File: config.mk
export PLATFORM = sky130hd
export DESIGN_NAME = sram_burst_scan_subsystem
export DESIGN_NICKNAME = d
export VERILOG_FILES = /design/src/rtl/sram_ctrl_pkg.sv /design/src/rtl/sram_array_p.sv /design/src/rtl/sram_burst_scan_subsystem.sv
export SDC_FILE = /design/constraint.sdc
export NUM_CORES = 2
export LEC_CHECK = 0
export ABC_AREA = 1
export CAP_MARGIN = 10
export CORE_MARGIN = 2
export CORE_UTILIZATION = 27
export CTS_BUF_LIST = sky130_fd_sc_hd__clkbuf_8
export DETAILED_ROUTE_END_ITERATION = 10
export PLACE_DENSITY = 0.5
export SYNTH_ARGS = -nofsm -noshare
export SYNTH_HDL_FRONTEND = slang
export SYNTH_SLANG_ARGS = --single-unit
File: constraint.sdc
create_clock -name clk -period 2.3 [get_ports clk]
set_clock_uncertainty 0.2 [all_clocks]
set_input_delay 0.23 -clock clk [delete_from_list [all_inputs] [get_ports clk]]
set_output_delay 0.23 -clock clk [all_outputs]
set_load 0.01 [all_outputs]
File: src/rtl/sram_ctrl_pkg.sv
// Shared op codes, state encoding and scan-chain sizing for the burst SRAM controller.
package sram_ctrl_pkg;

    typedef enum logic [1:0] {
        OP_RD  = 2'b00,
        OP_WR  = 2'b01,
        OP_BRD = 2'b10,
        OP_BWR = 2'b11
    } op_t;

    typedef enum logic [2:0] {
        ST_IDLE = 3'd0,
        ST_RD   = 3'd1,
        ST_WR   = 3'd2,
        ST_DONE = 3'd3,
        ST_ERR  = 3'd4
    } state_t;

    // state(3) + op(2) + done/err/rdata_valid(3) plus the three data-path registers
    function automatic int unsigned chain_len(input int unsigned addr_w,
                                              input int unsigned len_w,
                                              input int unsigned data_w);
        return 8 + addr_w + len_w + data_w;
    endfunction

endpackage

File: src/rtl/sram_array_p.sv
// Single-port-style SRAM array: synchronous write, one-cycle registered read, no reset.
module sram_array_p #(
    parameter int unsigned ADDR_W = 8,
    parameter int unsigned DATA_W = 8,
    parameter int unsigned DEPTH  = 256
) (
    input  logic              clk,
    input  logic              wr_en,
    input  logic [ADDR_W-1:0] wr_addr,
    input  logic [DATA_W-1:0] wr_data,
    input  logic [ADDR_W-1:0] rd_addr,
    output logic [DATA_W-1:0] rd_data
);

    logic [DATA_W-1:0] mem [DEPTH];
    logic              wr_ok;
    logic              rd_ok;

    // Only a partially populated address space needs a bounds guard.
    if (DEPTH == (2 ** ADDR_W)) begin : g_full
        assign wr_ok = 1'b1;
        assign rd_ok = 1'b1;
    end else begin : g_part
        assign wr_ok = (32'(wr_addr) < DEPTH);
        assign rd_ok = (32'(rd_addr) < DEPTH);
    end

    always_ff @(posedge clk) begin
        if (wr_en && wr_ok) begin
            mem[wr_addr] <= wr_data;
        end
        if (rd_ok) begin
            rd_data <= mem[rd_addr];
        end
    end

endmodule

File: src/rtl/sram_burst_scan_subsystem.sv
// Burst read/write SRAM controller with range checking; every controller flop sits on one scan chain.
module sram_burst_scan_subsystem
    import sram_ctrl_pkg::*;
#(
    parameter int unsigned ADDR_W = 8,
    parameter int unsigned DATA_W = 8,
    parameter int unsigned DEPTH  = 256,
    parameter int unsigned LEN_W  = 4
) (
    input  logic              clk,
    input  logic              rst,
    input  logic              scan_en,
    input  logic              scan_in,
    output logic              scan_out,
    input  logic              start_op,
    input  logic [1:0]        op_type,
    input  logic [ADDR_W-1:0] addr_in,
    input  logic [LEN_W-1:0]  len_in,
    input  logic [DATA_W-1:0] data_in,
    output logic              wdata_ready,
    output logic [DATA_W-1:0] data_out,
    output logic              rdata_valid,
    output logic              busy,
    output logic              done,
    output logic              err
);

    localparam int unsigned CHAIN_L = chain_len(ADDR_W, LEN_W, DATA_W);

    // Field order from LSB upward is the scan order from scan_in.
    typedef struct packed {
        logic              rdata_valid;
        logic              err;
        logic              done;
        logic [DATA_W-1:0] data_out;
        logic [LEN_W-1:0]  count;
        logic [ADDR_W-1:0] cur_addr;
        op_t               op;
        state_t            state;
    } ctrl_t;

    ctrl_t             ctrl_q;
    ctrl_t             ctrl_d;
    logic [DATA_W-1:0] rd_data;
    logic [LEN_W-1:0]  cap_count;
    logic [ADDR_W:0]   end_addr;
    logic              range_bad;
    logic              wr_en;

    // Last beat address computed one bit wider so a crossing of DEPTH-1 cannot wrap.
    assign cap_count = op_type[1] ? len_in : '0;
    assign end_addr  = {1'b0, addr_in} + (ADDR_W+1)'(cap_count);
    assign range_bad = (end_addr >= (ADDR_W+1)'(DEPTH));

    always_ff @(posedge clk or negedge rst) begin
        if (!rst) begin
            ctrl_q <= '0;
        end else if (scan_en) begin
            ctrl_q <= ctrl_t'({ctrl_q[CHAIN_L-2:0], scan_in});
        end else begin
            ctrl_q <= ctrl_d;
        end
    end

    always_comb begin
        ctrl_d             = ctrl_q;
        ctrl_d.done        = 1'b0;
        ctrl_d.err         = 1'b0;
        ctrl_d.rdata_valid = 1'b0;

        case (ctrl_q.state)
            ST_IDLE: begin
                if (start_op && !scan_en) begin
                    ctrl_d.op       = op_t'(op_type);
                    ctrl_d.cur_addr = addr_in;
                    ctrl_d.count    = cap_count;
                    if (range_bad) begin
                        ctrl_d.state = ST_ERR;
                        ctrl_d.done  = 1'b1;
                        ctrl_d.err   = 1'b1;
                    end else if (op_type[0]) begin
                        ctrl_d.state = ST_WR;
                    end else begin
                        ctrl_d.state = ST_RD;
                    end
                end
            end
            ST_RD, ST_WR: begin
                if (ctrl_q.state == ST_RD) begin
                    ctrl_d.data_out    = rd_data;
                    ctrl_d.rdata_valid = 1'b1;
                end
                if (ctrl_q.count == '0) begin
                    ctrl_d.state = ST_DONE;
                    ctrl_d.done  = 1'b1;
                end else begin
                    ctrl_d.cur_addr = ctrl_q.cur_addr + ADDR_W'(1);
                    ctrl_d.count    = ctrl_q.count - LEN_W'(1);
                end
            end
            ST_DONE, ST_ERR: begin
                ctrl_d.state = ST_IDLE;
            end
            default: begin
                ctrl_d.state = ST_IDLE;
            end
        endcase
    end

    assign wr_en = (ctrl_q.state == ST_WR) && !scan_en;

    // Read address is the next cur_addr so the registered array output lines up with the RD cycle.
    sram_array_p #(
        .ADDR_W (ADDR_W),
        .DATA_W (DATA_W),
        .DEPTH  (DEPTH)
    ) u_array (
        .clk     (clk),
        .wr_en   (wr_en),
        .wr_addr (ctrl_q.cur_addr),
        .wr_data (data_in),
        .rd_addr (ctrl_d.cur_addr),
        .rd_data (rd_data)
    );

    assign scan_out    = ctrl_q.rdata_valid;
    assign data_out    = ctrl_q.data_out;
    assign rdata_valid = ctrl_q.rdata_valid;
    assign done        = ctrl_q.done;
    assign err         = ctrl_q.err;
    assign busy        = (ctrl_q.state != ST_IDLE);
    assign wdata_ready = wr_en;

endmodule
After elaboration in Yosys (flattened, before gate mapping)
Memory sizes are Yosys's and may differ from the RTL's. A register that Yosys moved wholly into a read port is not among the register bits.
Index checks and enable logic that the tools add are counted.
- register bits after elaboration: 28
- bits in writable memories: 2048
- bits of input ports: 27
- output and inout bits: 14
- logic and storage cells: 55
- memories: 1
- memories (memory ; words ; bits a word ; read ports ; clocked after memory_dff ; write ports ; RTL line ; source):
    u_array.mem ; 256 ; 8 ; 1 ; 1 ; 1 ; sram_array_p.sv:15 ; logic [DATA_W-1:0] mem [DEPTH];
- add/subtract/negate cells: 3
- magnitude comparators: 1
- equality and inequality tests: 5
- muxes and demuxes: 21
- reductions and logical operators: 16
- operator list (kind ; count):
    2-to-1 mux 28 bit ; 1
    one-hot mux 12 bit (2 select lines) ; 1
    2-to-1 mux 17 bit ; 1
    2-to-1 mux 8 bit ; 2
    2-to-1 mux 12 bit ; 1
    adder 8 x 4 -> 9 bit ; 1
    >= comparator 9 bit, second input constant ; 1
    != test 3 bit, second input constant ; 3
    adder 8 x 1 -> 8 bit, second input constant ; 1
    2-to-1 mux 2 bit ; 4
    nonzero test 2 bit ; 4
    2-to-1 mux 1 bit ; 6
    2-to-1 mux 3 bit ; 2
    one-hot mux 3 bit (2 select lines) ; 1
    AND reduction 2 bit ; 3
    nonzero test 3 bit ; 2
    logical NOT 4 bit ; 1
    2-to-1 mux 4 bit ; 1
    subtractor 4 x 1 -> 4 bit, second input constant ; 1
    == test 3 x 1 -> 1 bit, second input constant ; 1
    == test 3 x 2 -> 1 bit, second input constant ; 1
    logical NOT 3 bit ; 1
    AND reduction 3 bit ; 1
    logical AND 1 bit ; 2
    other kinds (3) ; 3

Longest topological paths before layout
- word-level depth: 7
- mapped depth: 20
- gate-level depth less buffers: 17

Cells and area by module
Synthesis repeated with hierarchy kept, for this count alone.
- cell total of the unflattened synthesis: 7277
- area, all modules: 85399.4 um2
- by module, submodules not included (module ; instances ; cells each ; area an instance (um2) ; seq. area each (um2)):
    sram_array_p ; 1 ; 7003 ; 83396.2 ; 61659.1
    sram_burst_scan_subsystem ; 1 ; 274 ; 2003.2 ; 700.7

Worst setup path before layout
Ideal clock, no wire load.
- path kind: flip-flop to flip-flop
- start point: reg ctrl_q[0] (netlist bit)
- end point: mem u_array.mem[146][0] (enable)
- library setup time: 0.370 ns
- data arrival time: 1.913 ns
- data required time: 1.730 ns
- slack: -0.183 ns
- stages on the path, launching flop included: 9
- buffers on the path: 1
- clock period less this slack: 2.483 ns
- path through: dfrtp_1 inv_1 nand3b_1 nor2_1 inv_1 nor2_1 nand2_1 clkbuf_1 nor2_1
- longest elaborated chain between the ends: 4
- ends and longest elaborated chain (what ; RTL line ; source):
    from (decl) ; sram_burst_scan_subsystem.sv:42 ; ctrl_t ctrl_q;
    from (signal assigned) ; sram_burst_scan_subsystem.sv:59 ; ctrl_q <= ctrl_t'({ctrl_q[CHAIN_L-2:0], scan_in});
    from (signal assigned) ; sram_burst_scan_subsystem.sv:61 ; ctrl_q <= ctrl_d;
    == test 3 x 2 -> 1 bit ; sram_burst_scan_subsystem.sv:110 ; assign wr_en = (ctrl_q.state == ST_WR) && !scan_en;
    logical AND 1 bit ; sram_burst_scan_subsystem.sv:110 ;
    named net wdata_ready ; sram_burst_scan_subsystem.sv:20 ; output logic wdata_ready,
    2-to-1 mux 1 bit ; sram_array_p.sv:29 ; if (wr_en && wr_ok) begin
    2-to-1 mux 1 bit (implied by the code) ; sram_array_p.sv:30 ; mem[wr_addr] <= wr_data;
    to (decl) ; sram_array_p.sv:15 ;
The timed path passes the listed nets, and every way through them passes these cells.

Final worst setup path
- start point: reg ctrl_q[2] (netlist bit)
- end point: reg u_array.rd_data[3] (read register of u_array.mem)
- longest elaborated chain between the ends: 3
- elaborated cells between the ends (all ways): 5
- classes of those cells: eq/ne: 2; mux: 1; reduce/logical: 2
- ends and longest elaborated chain (what ; RTL line ; source):
    == test 3 x 1 -> 1 bit or == test 3 x 2 -> 1 bit (tied branches) ; sram_burst_scan_subsystem.sv:71 ; case (ctrl_q.state)
    OR reduction 2 bit ; sram_burst_scan_subsystem.sv:71 ;
    one-hot mux 12 bit (2 select lines) * ; sram_burst_scan_subsystem.sv:71 ;
    to (decl) ; sram_array_p.sv:12 ; output logic [DATA_W-1:0] rd_data
Every way passes the cells marked *; elsewhere a longest branch is shown, timed or not.
A chain may end at the register's enable or synchronous reset.

==> results.cfg <==
[route]
wl_per_cell_um = 23.3
final_antenna_net_count = 0
firstDrtPassIters = 8
drc_errors = 0
routed_wl_mm = 325
drtIter0Drc = 6718
vias = 67600
vias_per_cell = 4.85

[floorplan]
fp.coreArea_mm2 = 0.337
fp-row-count = 213
start_util_pct = 27.2
fp.dieW_um = 586
die_area_mm2 = 0.344
num_io_pins = 41
die_h_um = 586

[critical_path]
cp_slowest_cell = dfrtp_1
path_class = flip-flop to flip-flop
crit_chain = nand3b_1 -> nand2_4 -> nand3_4 -> nand3_4 -> nand2_8 -> buf_12 -> buf_12 -> buf_4 -> buf_8 -> buf_12 -> o211ai_1 -> nand3_1 -> nand3_1 -> nand3_1 -> nand3_1 -> nand3_4 -> nand3_1 -> nand2_1
critPathLaunchType = flip-flop
crit_top_cell = nand3_1
endpoint_kind = flip-flop
crit_arrival_ns = 3.90
cp.required_ns = 2.97
cpPeakStageDelay_ns = 0.43
critPathMaxFanout = 21

[placement]
dp_cells = 13100
dpl_cell_area_mm2 = 0.104
place.detailed.hpwl_mm = 190
numPortBuffers = 40
globalplace.congestion = 0.902
place_ws_ns = -1.98

[global_route]
antenna_found_initial = 20
grt_max_degree = 79
grtUsageTotal_pct = 18.1
grt_pass1_vias = 65500
grt_pass1_wl_mm = 459
overflow = 0

[layout]
drive_gt1_share_pct = 20.2
design_area_mm2 = 0.118
fillCellCount = 33100
layoutNonFillerInstCount = 13900
fin_nets = 9186
area_delta_synth_final_pct = 28.4

[yosys]
avgSynthCellArea_um2 = 11.1
syn_nets = 8310
ys_top_cells_by_count = edfxtp_1 (2048), nand3_1 (1998), nand2_1 (1612)
ys_top_cells_by_area = edfxtp_1 (67%), nand3_1 (11%), nand2_1 (6.6%)
yosys.area.top_type = edfxtp_1
synth_ff_type = edfxtp_1
synth-seq-cells = 2084
async_flop_share_pct = 1.34
synth_top_area_share_pct = 67.1
synth_edf_count = 2048
synth_area_mm2 = 0.0916
yosys_warnings = 0
ys_types = 34
syn_inst = 8274
yosysMostFrequentCell = edfxtp_1
ys_seq_area_share_pct = 68.1

[outcome]
failed_checks = negative setup slack
status = finished, violations left

[power]
finalPower_uw = 183000
p_leak_uw = 0.0455
vdd_drop_max_v = 0.000901
power_density_mw_per_mm2 = 1560

[clock_network]
cts_buffer_depth = 4
root_buffer = clkbuf_8
cts.clk_slew.worst_paths_ns = 0.07
clkSinkCount = 2084
htreeDepth = 5
cts_made_buffers = 354
clkLatencyLatePin_ns = 1.02
cts_tree = yes

[sta]
holdWs_ns = 0.0793
setup_viol = 2060
maxSlewHeadroom_pct = 55.1
worst_pin_slew_ns = 0.671
fmax_mhz = 310
slew_violations = 0
hold_viol_final = 0
period_minus_slack_ns = 3.23
fin_crit_sh_pct = 140
rsz0062_at_grt = true
fin_ws_ns = -0.930

[worst_hold_path]
hp-class = input pin to flip-flop

[flow_run]
maxCapViolCount = 0
==> what timing repair did <==
action | CTS | global route
buffers inserted | 64 | 44
pin swaps | 46 | 97
hold buffers | 24 | 0
hold endpoints to repair | 2104 | 0
gates resized for setup | 505 | 315
endpoints found under the setup margin | 2075 | 2065
cloned | 61 | 26
==> registers in the layout, summed over array words and instances, names as in the netlist <==
register,cells
ctrl_q,17
data_out,8
done,1
err,1
rdata_valid,1
u_array.mem,2048
u_array.rd_data,8
==> report_power, final <==
| part | switching, µW | internal, µW | leakage, µW |
|---|---|---|---|
| combinational | 66300 | 42500 | 0.0230 |
| clock | 15600 | 16100 | 0.00367 |
| sequential | 568 | 42100 | 0.0188 |
| total | 82500 | 101000 | 0.0455 |
==> cell usage in the layout, fill, tap and decap left out, types with 61 or more instances in the layout <==
cell type  count
buf_16        98
nand3_1     1752
buf_12       169
nand3b_1     604
clkinv_1      86
buf_4        608
o211ai_1     115
nor2_1       215
nand2_1     1588
nor2_4        61
buf_6        115
nand3_2      195
clkbuf_8     358
edfxtp_1    2048
inv_1        966
==> routing by layer <==
metal	GRT usage [%]	wire length, µm	vias to the layer above
li1	-	-	30600
met1	23.9	135000	33900
met2	29.6	153000	2605
met3	2.97	23500	545
met4	7.05	13100	6
met5	0	34	-
==> worst paths after layout <==
check	start	endpoint	slack, ns	cells past startpoint
max in group asynchronous	rst	rdata_valid	1.20	4
max reg2reg	ctrl_q[2]	u_array.rd_data[3]	-0.93	18
min in group asynchronous	rst	ctrl_q[10]	0.41	4
min reg2reg	ctrl_q[4]	ctrl_q[5]	0.30	2
min	data_in[3]	u_array.mem[15][3]	0.08	2
max	ctrl_q[2]	u_array.rd_data[3]	-0.93	18
==> worst max-delay path, delay by kind of cell (launching register included) <==
family          cells  cell delay, ns
buf+inv             5            0.76
simple gates       12            1.42
compound gates      1            0.22
flops               1            0.43
==> final cells by class <==
type                    instances  area, µm²  area share [%]
clock buffers                 358       4930            4.19
repair buffers               1113      14100            12.0
flip-flops and latches       2084      62400            53.0
multi-input cells            4708      25600            21.8
inverters                     887       3380            2.87
well taps                    4515       5650            4.80
clock inverters               261       1560            1.33
diodes                          7       17.5          0.0149
repair inverters                2       32.5          0.0277
==> through the flow <==
stage	setup TNS (ns)	util, %
floorplan	-228.14	-
global route	-510.39	34.9
detailed placement	-342.40	30.8
finish	-367.18	34.9
CTS	-269.82	34.2
global placement	-403.51	30.8
==> kinds of logic (layout without fill, tap and decap cells) <==
| logic type | after synthesis | after routing | share of synthesized area, % |
|---|---|---|---|
| flip-flops | 2084 | 2084 | 68.1 |
| buffers and inverters | 1482 | 2621 | 6.68 |
| other | 0 | 7 | 0 |
| AND/OR/NAND/NOR | 4534 | 4534 | 23.8 |
| XOR/XNOR | 2 | 2 | 0.0191 |
| adder cells (fa/ha/maj) | 9 | 9 | 0.123 |
| AO/OA/AOI/OAI | 163 | 163 | 1.26 |
Power figures use the tool's default switching activity.
